### config.mk
export PLATFORM = sky130hd
export DESIGN_NAME = panxi_if_fetch
export DESIGN_NICKNAME = d
export VERILOG_FILES = /design/src/rtl/panxi_if_fetch_pkg.sv /design/src/rtl/panxi_if_skid.sv /design/src/rtl/panxi_if_fetch.sv
export SDC_FILE = /design/constraint.sdc
export NUM_CORES = 1
export LEC_CHECK = 0
export ABC_AREA = 1
export BUFFER_PORTS_ARGS = -buffer_cell sky130_fd_sc_hd__buf_2
export CAP_MARGIN = 20
export CORE_ASPECT_RATIO = 0.5
export CORE_MARGIN = 1.5
export CORE_UTILIZATION = 48
export DETAILED_ROUTE_END_ITERATION = 12
export GPL_TIMING_DRIVEN = 0
export HOLD_SLACK_MARGIN = 0.08
export PLACE_DENSITY_LB_ADDON = 0.05
export SYNTH_ARGS = -nofsm -noshare
export SYNTH_HDL_FRONTEND = slang
export SYNTH_SLANG_ARGS = --single-unit
### constraint.sdc
create_clock -name clk -period 1.3 [get_ports clk]
set_input_delay 0.065 -clock clk [delete_from_list [all_inputs] [get_ports clk]]
set_output_delay 0.065 -clock clk [all_outputs]
set_load 0.01 [all_outputs]
### src/rtl/panxi_if_fetch_pkg.sv
// panxi instruction-fetch shared definitions.
// Widths, hold levels, FSM encoding and the IF/ID bundle.
package panxi_if_fetch_pkg;

    localparam int PANXI_DW   = 32;
    localparam int HOLD_WIDTH = 3;

    localparam logic [HOLD_WIDTH-1:0] HOLD_NONE = 3'd0;
    localparam logic [HOLD_WIDTH-1:0] HOLD_PC   = 3'd1;
    localparam logic [HOLD_WIDTH-1:0] HOLD_IF   = 3'd2;
    localparam logic [HOLD_WIDTH-1:0] HOLD_ID   = 3'd3;

    localparam logic [PANXI_DW-1:0] INST_NOP = 32'h0000_0013;

    typedef enum logic [2:0] {
        S_IDLE = 3'd0,
        S_REQ  = 3'd1,
        S_WAIT = 3'd2,
        S_DROP = 3'd3,
        S_FULL = 3'd4
    } fetch_state_e;

    typedef struct packed {
        logic [PANXI_DW-1:0] inst;
        logic [PANXI_DW-1:0] addr;
        logic                valid;
    } if_id_t;

    function automatic if_id_t if_id_bubble();
        if_id_t b;
        b.inst  = INST_NOP;
        b.addr  = '0;
        b.valid = 1'b0;
        return b;
    endfunction

endpackage

### src/rtl/panxi_if_skid.sv
// One-entry {data, addr} buffer for a fetch response
// that arrived while ID was stalled.
module panxi_if_skid
    import panxi_if_fetch_pkg::*;
(
    input  logic                clk,
    input  logic                rst,
    input  logic                load,
    input  logic                clear,
    input  logic [PANXI_DW-1:0] data_in,
    input  logic [PANXI_DW-1:0] addr_in,
    output logic [PANXI_DW-1:0] data,
    output logic [PANXI_DW-1:0] addr,
    output logic                full
);

    logic [PANXI_DW-1:0] data_q;
    logic [PANXI_DW-1:0] addr_q;
    logic                full_q;

    // Capture on load, empty on clear; load wins if both are seen.
    always_ff @(posedge clk) begin
        if (rst) begin
            data_q <= '0;
            addr_q <= '0;
            full_q <= 1'b0;
        end else if (load) begin
            data_q <= data_in;
            addr_q <= addr_in;
            full_q <= 1'b1;
        end else if (clear) begin
            data_q <= '0;
            addr_q <= '0;
            full_q <= 1'b0;
        end
    end

    assign data = data_q;
    assign addr = addr_q;
    assign full = full_q;

endmodule

### src/rtl/panxi_if_fetch.sv
// panxi instruction-fetch unit: single-outstanding ibus
// transaction feeding the IF/ID register, flushed by jumps.
module panxi_if_fetch
    import panxi_if_fetch_pkg::*;
(
    input  logic                  clk,
    input  logic                  rst,
    input  logic [PANXI_DW-1:0]   inst_addr_xi,
    input  logic                  jmp_en_xi,
    input  logic [HOLD_WIDTH-1:0] hold_flag_xi,
    output logic                  ibus_req_xo,
    output logic [PANXI_DW-1:0]   ibus_addr_xo,
    input  logic                  ibus_gnt_xi,
    input  logic                  ibus_rvalid_xi,
    input  logic [PANXI_DW-1:0]   ibus_rdata_xi,
    output logic                  fetch_hold_req_xo,
    output logic [PANXI_DW-1:0]   inst_xo,
    output logic [PANXI_DW-1:0]   inst_addr_xo,
    output logic                  inst_valid_xo
);

    fetch_state_e        state;
    logic [PANXI_DW-1:0] addr_q;
    if_id_t              if_id_q;
    if_id_t              if_id_d;

    logic                id_stall;
    logic                in_req;
    logic                in_wait;
    logic                in_full;
    logic                gnt_take;
    logic                rsp_take;
    logic                skid_take;
    logic                skid_load;
    logic                skid_clear;
    logic                hold_keep;

    logic [PANXI_DW-1:0] skid_data;
    logic [PANXI_DW-1:0] skid_addr;
    logic                skid_full;

    assign id_stall = (hold_flag_xi >= HOLD_IF);

    assign in_req  = (state == S_REQ);
    assign in_wait = (state == S_WAIT);
    assign in_full = (state == S_FULL);

    assign gnt_take   = in_req && !jmp_en_xi && ibus_gnt_xi;
    assign rsp_take   = in_wait && ibus_rvalid_xi
                        && !jmp_en_xi && !id_stall;
    assign skid_load  = in_wait && ibus_rvalid_xi
                        && !jmp_en_xi && id_stall;
    assign skid_take  = in_full && skid_full
                        && !jmp_en_xi && !id_stall;
    assign skid_clear = in_full && (jmp_en_xi || !id_stall);
    assign hold_keep  = !jmp_en_xi && id_stall;

    assign ibus_req_xo  = in_req && !jmp_en_xi;
    assign ibus_addr_xo = inst_addr_xi;

    // PC may only advance in the cycle an instruction enters IF/ID.
    assign fetch_hold_req_xo = !(rsp_take || skid_take);

    panxi_if_skid u_skid (
        .clk     (clk),
        .rst     (rst),
        .load    (skid_load),
        .clear   (skid_clear),
        .data_in (ibus_rdata_xi),
        .addr_in (addr_q),
        .data    (skid_data),
        .addr    (skid_addr),
        .full    (skid_full)
    );

    // Fetch sequencing: request, await data, drop flushed data, skid.
    always_ff @(posedge clk) begin
        if (rst) begin
            state  <= S_IDLE;
            addr_q <= '0;
        end else begin
            unique case (state)
                S_IDLE: state <= S_REQ;
                S_REQ: begin
                    if (gnt_take) begin
                        addr_q <= inst_addr_xi;
                        state  <= S_WAIT;
                    end
                end
                S_WAIT: begin
                    if (ibus_rvalid_xi) begin
                        if (skid_load)
                            state <= S_FULL;
                        else
                            state <= S_REQ;
                    end else if (jmp_en_xi) begin
                        state <= S_DROP;
                    end
                end
                S_DROP: begin
                    if (ibus_rvalid_xi)
                        state <= S_REQ;
                end
                S_FULL: begin
                    if (skid_clear)
                        state <= S_REQ;
                end
                default: state <= S_IDLE;
            endcase
        end
    end

    // IF/ID next value: flush beats load beats hold beats bubble.
    always_comb begin
        if_id_d = if_id_bubble();
        unique case (1'b1)
            jmp_en_xi: if_id_d = if_id_bubble();
            rsp_take: begin
                if_id_d.inst  = ibus_rdata_xi;
                if_id_d.addr  = addr_q;
                if_id_d.valid = 1'b1;
            end
            skid_take: begin
                if_id_d.inst  = skid_data;
                if_id_d.addr  = skid_addr;
                if_id_d.valid = 1'b1;
            end
            hold_keep: if_id_d = if_id_q;
            default:   if_id_d = if_id_bubble();
        endcase
    end

    // IF/ID instruction register.
    always_ff @(posedge clk) begin
        if (rst)
            if_id_q <= if_id_bubble();
        else
            if_id_q <= if_id_d;
    end

    assign inst_xo       = if_id_q.inst;
    assign inst_addr_xo  = if_id_q.addr;
    assign inst_valid_xo = if_id_q.valid;

endmodule
==> results.md <==
* P_sw at 3370 µW
* Clock Power Share at 39.1%
* Register share of total power at between 40% and 50%
* Die area at 14800 µm²
* CTS tree: yes
* Top cells by area, synth: dfxtp_1, nand2_1, nand3_1, a21oi_1, a31oi_1
* Min setup slack post-route at -210 ps
* Global placement routability congestion at a little over 0.8
* Sequential Area at 3310 µm²
* Peak VDD IR at 0.000810 V
* Worst setup SP type: flip-flop
* Clk_lat worst skew at between 400 and 500 ps
* Design Power at around 12000 µW
* Clock sinks at 165
* First-pass GRT wire length at 33700 µm
* Total gr overflow at 0
* Final Hold Viols at 0
* GRT Total Usage at approximately 29%
* Slew Limit Fails at 0
* Most frequent cell after synthesis: nand2_1
* Ys async rst share at 0%
* Min Tclk post-route at approximately 1500 ps
* DR WL/cell at 15.9 µm
* CP peak stage delay at 360 ps
* Site row count at 30
* Count of cell types in the netlist at 19
* Multi-input combinational cell area at 2990 µm²
* Worst path required time at 1240 ps
* CP arrival at 1450 ps
* Final Cell Area at 9690 µm²
* Largest net degree at the start of global routing at 17
* Dpl cell area at 7800 µm²
* Setup violators final at 163
* Internal power at 8630 µW
* Failing checks: negative setup slack
* Cts bufs inserted at 17
* Worst setup EP type: output port
* Fmax at 662 MHz
* Netlist Area Pre-Place at between 6000 and 7000 µm²
* Synthesized instance count at 882
* # H-tree levels at 4
* Final setup skew at 11.3 ps
* Syn_nets at 954
* Via count at between 7000 and 8000
* Fill count at roughly 1100
* Outcome: finished, violations left
* Synth Area in Compound Gates at around an eighth
* Worst slew pin tran at approximately 670 ps
* Fin util at 71.1%
* Residual DRC count at 0
* Vias/cell at approximately 5.3
* Pwr dens at 1240 nW/µm²
* Leading cell types by count after synthesis: nand2_1, dfxtp_1, nand3_1, a21oi_1, a31oi_1
* DRT Pass-1 Iters at 5
* DR iter-0 viols at 713
* P_leak at 0.00373 µW
* Mux cell area share after synthesis at 0%
* Max-Cap Viols at 0
* Crit share post-route at 116%
* Kind of critical path: reg -> out
* Core area at 13600 µm²
* Setup TNS at -20730 ps
* Seq/Total Area, Yosys at 49.1%
* Clock root buffer: clkbuf_16
* CP max FO at 3
* Synth Area per Inst at 7.62 µm²
* Clock Tree Buf Depth at 2
* ANT nets after route at 0
* DP Worst Slack at -456 ps
* Yosys warns at 0
* Post-synthesis adder-cell area fraction at 0%
* Critical-path cell list: nor2_4 > nand2_2 > inv_4 > nand2_4 > o21ai_4 > inv_2 > buf_6
* Net count, final at ~1200
* RSZ-0062 raised after global routing: true
* Die Width at 170 µm
* ANT cells at 0
* Vias in the first global route at between 6000 and 7000
* Hold WC Path Type: in -> reg
* Die Y-Extent at between 80 and 90 µm
* Synthesis-stage register bit count at roughly 170
* Number of synthesized flops with an enable pin at 0
* Main combinational cell family by area after synthesis: simple AND/OR/NAND/NOR gates
* Top-level I/O count at roughly 170
* Input/output buffers at 167
* Antenna violations before repair at 0
* DP Wirelength at approximately 14000 µm
* Post-synth top area share at 49.1%
* Main synth FF type: dfxtp_1
* Initial core utilization at 49.3%
* Simple-gate share of the synthesized area at between 20% and 30%
* Switching share of power at between 20 and 30%
* Share of layout cells above drive strength 1 at approximately 31%
* CP max-delay cell: dfxtp_4
* Clk slew on worst S/H paths at 60 ps
* Synth Area in XOR/XNOR at 0%
* WL final at 21600 µm
* Slew margin rel. at 55.7%
* Layout area overhead at 44.2%
* Logic pwr share at 16.0%
* Post-synth top area cell: dfxtp_1
==> state kept, by name (all words and copies together), names as in the netlist <==
name / flops
state: 3
u_skid.addr: 32
inst_valid_xo: 1
addr_q: 32
u_skid.data: 32
inst_addr_xo: 32
u_skid.full: 1
inst_xo: 32
==> layout by cell type (no fill, tap or decap), types with 4 or more instances in the layout <==
| cell type | synthesis | layout |
|---|---|---|
| nand2_1 | 250 | 221 |
| buf_2 | 30 | 170 |
| dfxtp_1 | 165 | 162 |
| nand3_1 | 164 | 153 |
| a21oi_1 | 99 | 92 |
| dlygate4sd3_1 | 0 | 64 |
| a31oi_1 | 61 | 60 |
| buf_4 | 43 | 54 |
| clkbuf_1 | 33 | 30 |
| nand2_2 | 0 | 27 |
| clkbuf_16 | 0 | 22 |
| clkbuf_4 | 0 | 14 |
| buf_6 | 0 | 12 |
| nand3_2 | 0 | 11 |
| nor2_1 | 11 | 8 |
| buf_8 | 0 | 8 |
| inv_1 | 9 | 7 |
| a21oi_2 | 0 | 7 |
| nor2_4 | 2 | 4 |
| clkinvlp_4 | 0 | 4 |
| inv_6 | 0 | 4 |
==> per-stage QoR <==
stage / std cells / hold slack, ps
after floorplan: 882 / 212
after CTS: 1356 / 132
after global routing: 1358 / 150
after detailed placement: 1241 / 339
final: 1358 / 145
after global placement: 1241 / 334
==> critical path, delay by kind of cell, from the launching register on <==
| kind | cells | cell delay (ps) |
|---|---|---|
| flops | 1 | 360 |
| simple gates | 3 | 250 |
| buf+inv | 3 | 260 |
| compound gates | 1 | 150 |
==> layout make-up <==
cell class | count | area share (%)
buffer | 106 | 8.31
clock buffer | 20 | 4.61
clock inverter | 12 | 0.994
inverter | 13 | 0.632
multi-input combinational | 597 | 30.8
sequential | 165 | 34.2
tap | 192 | 2.48
timing repair buffer | 253 | 18.0
==> logic make-up (layout without fill, tap and decap cells) <==
| group | Yosys count | after routing |
|---|---|---|
| buffers and inverters | 120 | 404 |
| flip-flops | 165 | 165 |
| AO/OA/AOI/OAI | 164 | 164 |
| AND/OR/NAND/NOR | 433 | 433 |
==> layer usage <==
metal,routed length [µm],GRT usage (%)
met1,9780,39.9
met2,9870,47.6
met3,1680,6.58
met4,269,6.60
met5,0,0
==> path summary, 6_finish.rpt <==
| check | startpoint | endpoint | slack, ps | cells after the start |
|---|---|---|---|---|
| max | state[2] | fetch_hold_req_xo | -210 | 7 |
| min | ibus_rvalid_xi | state[1] | 150 | 6 |
| max reg2reg | state[2] | inst_xo[31] | -190 | 9 |
| min reg2reg | u_skid.data[3] | u_skid.data[3] | 480 | 2 |
==> power by group through the flow <==
| stage | clock network (µW) | logic (µW) | registers [µW] |
|---|---|---|---|
| 2_1_floorplan | 0 | 832 | 5420 |
| 3_3_place_gp | 0 | 1280 | 5450 |
| 3_5_place_dp | 0 | 1290 | 5460 |
| 4_1_cts | 4690 | 1790 | 5360 |
| 5_1_grt | 4980 | 2060 | 5410 |
| 6_report | 4690 | 1920 | 5400 |
==> timing repair <==
action,in CTS,in global routing
pin swaps,11,8
gates cloned,4,2
setup endpoints to repair,166,166
hold buffers,64,0
buffers inserted,16,0
hold endpoints to repair,96,0
gates resized for setup,77,69
No activity file was read; power rests on OpenSTA's default activity.
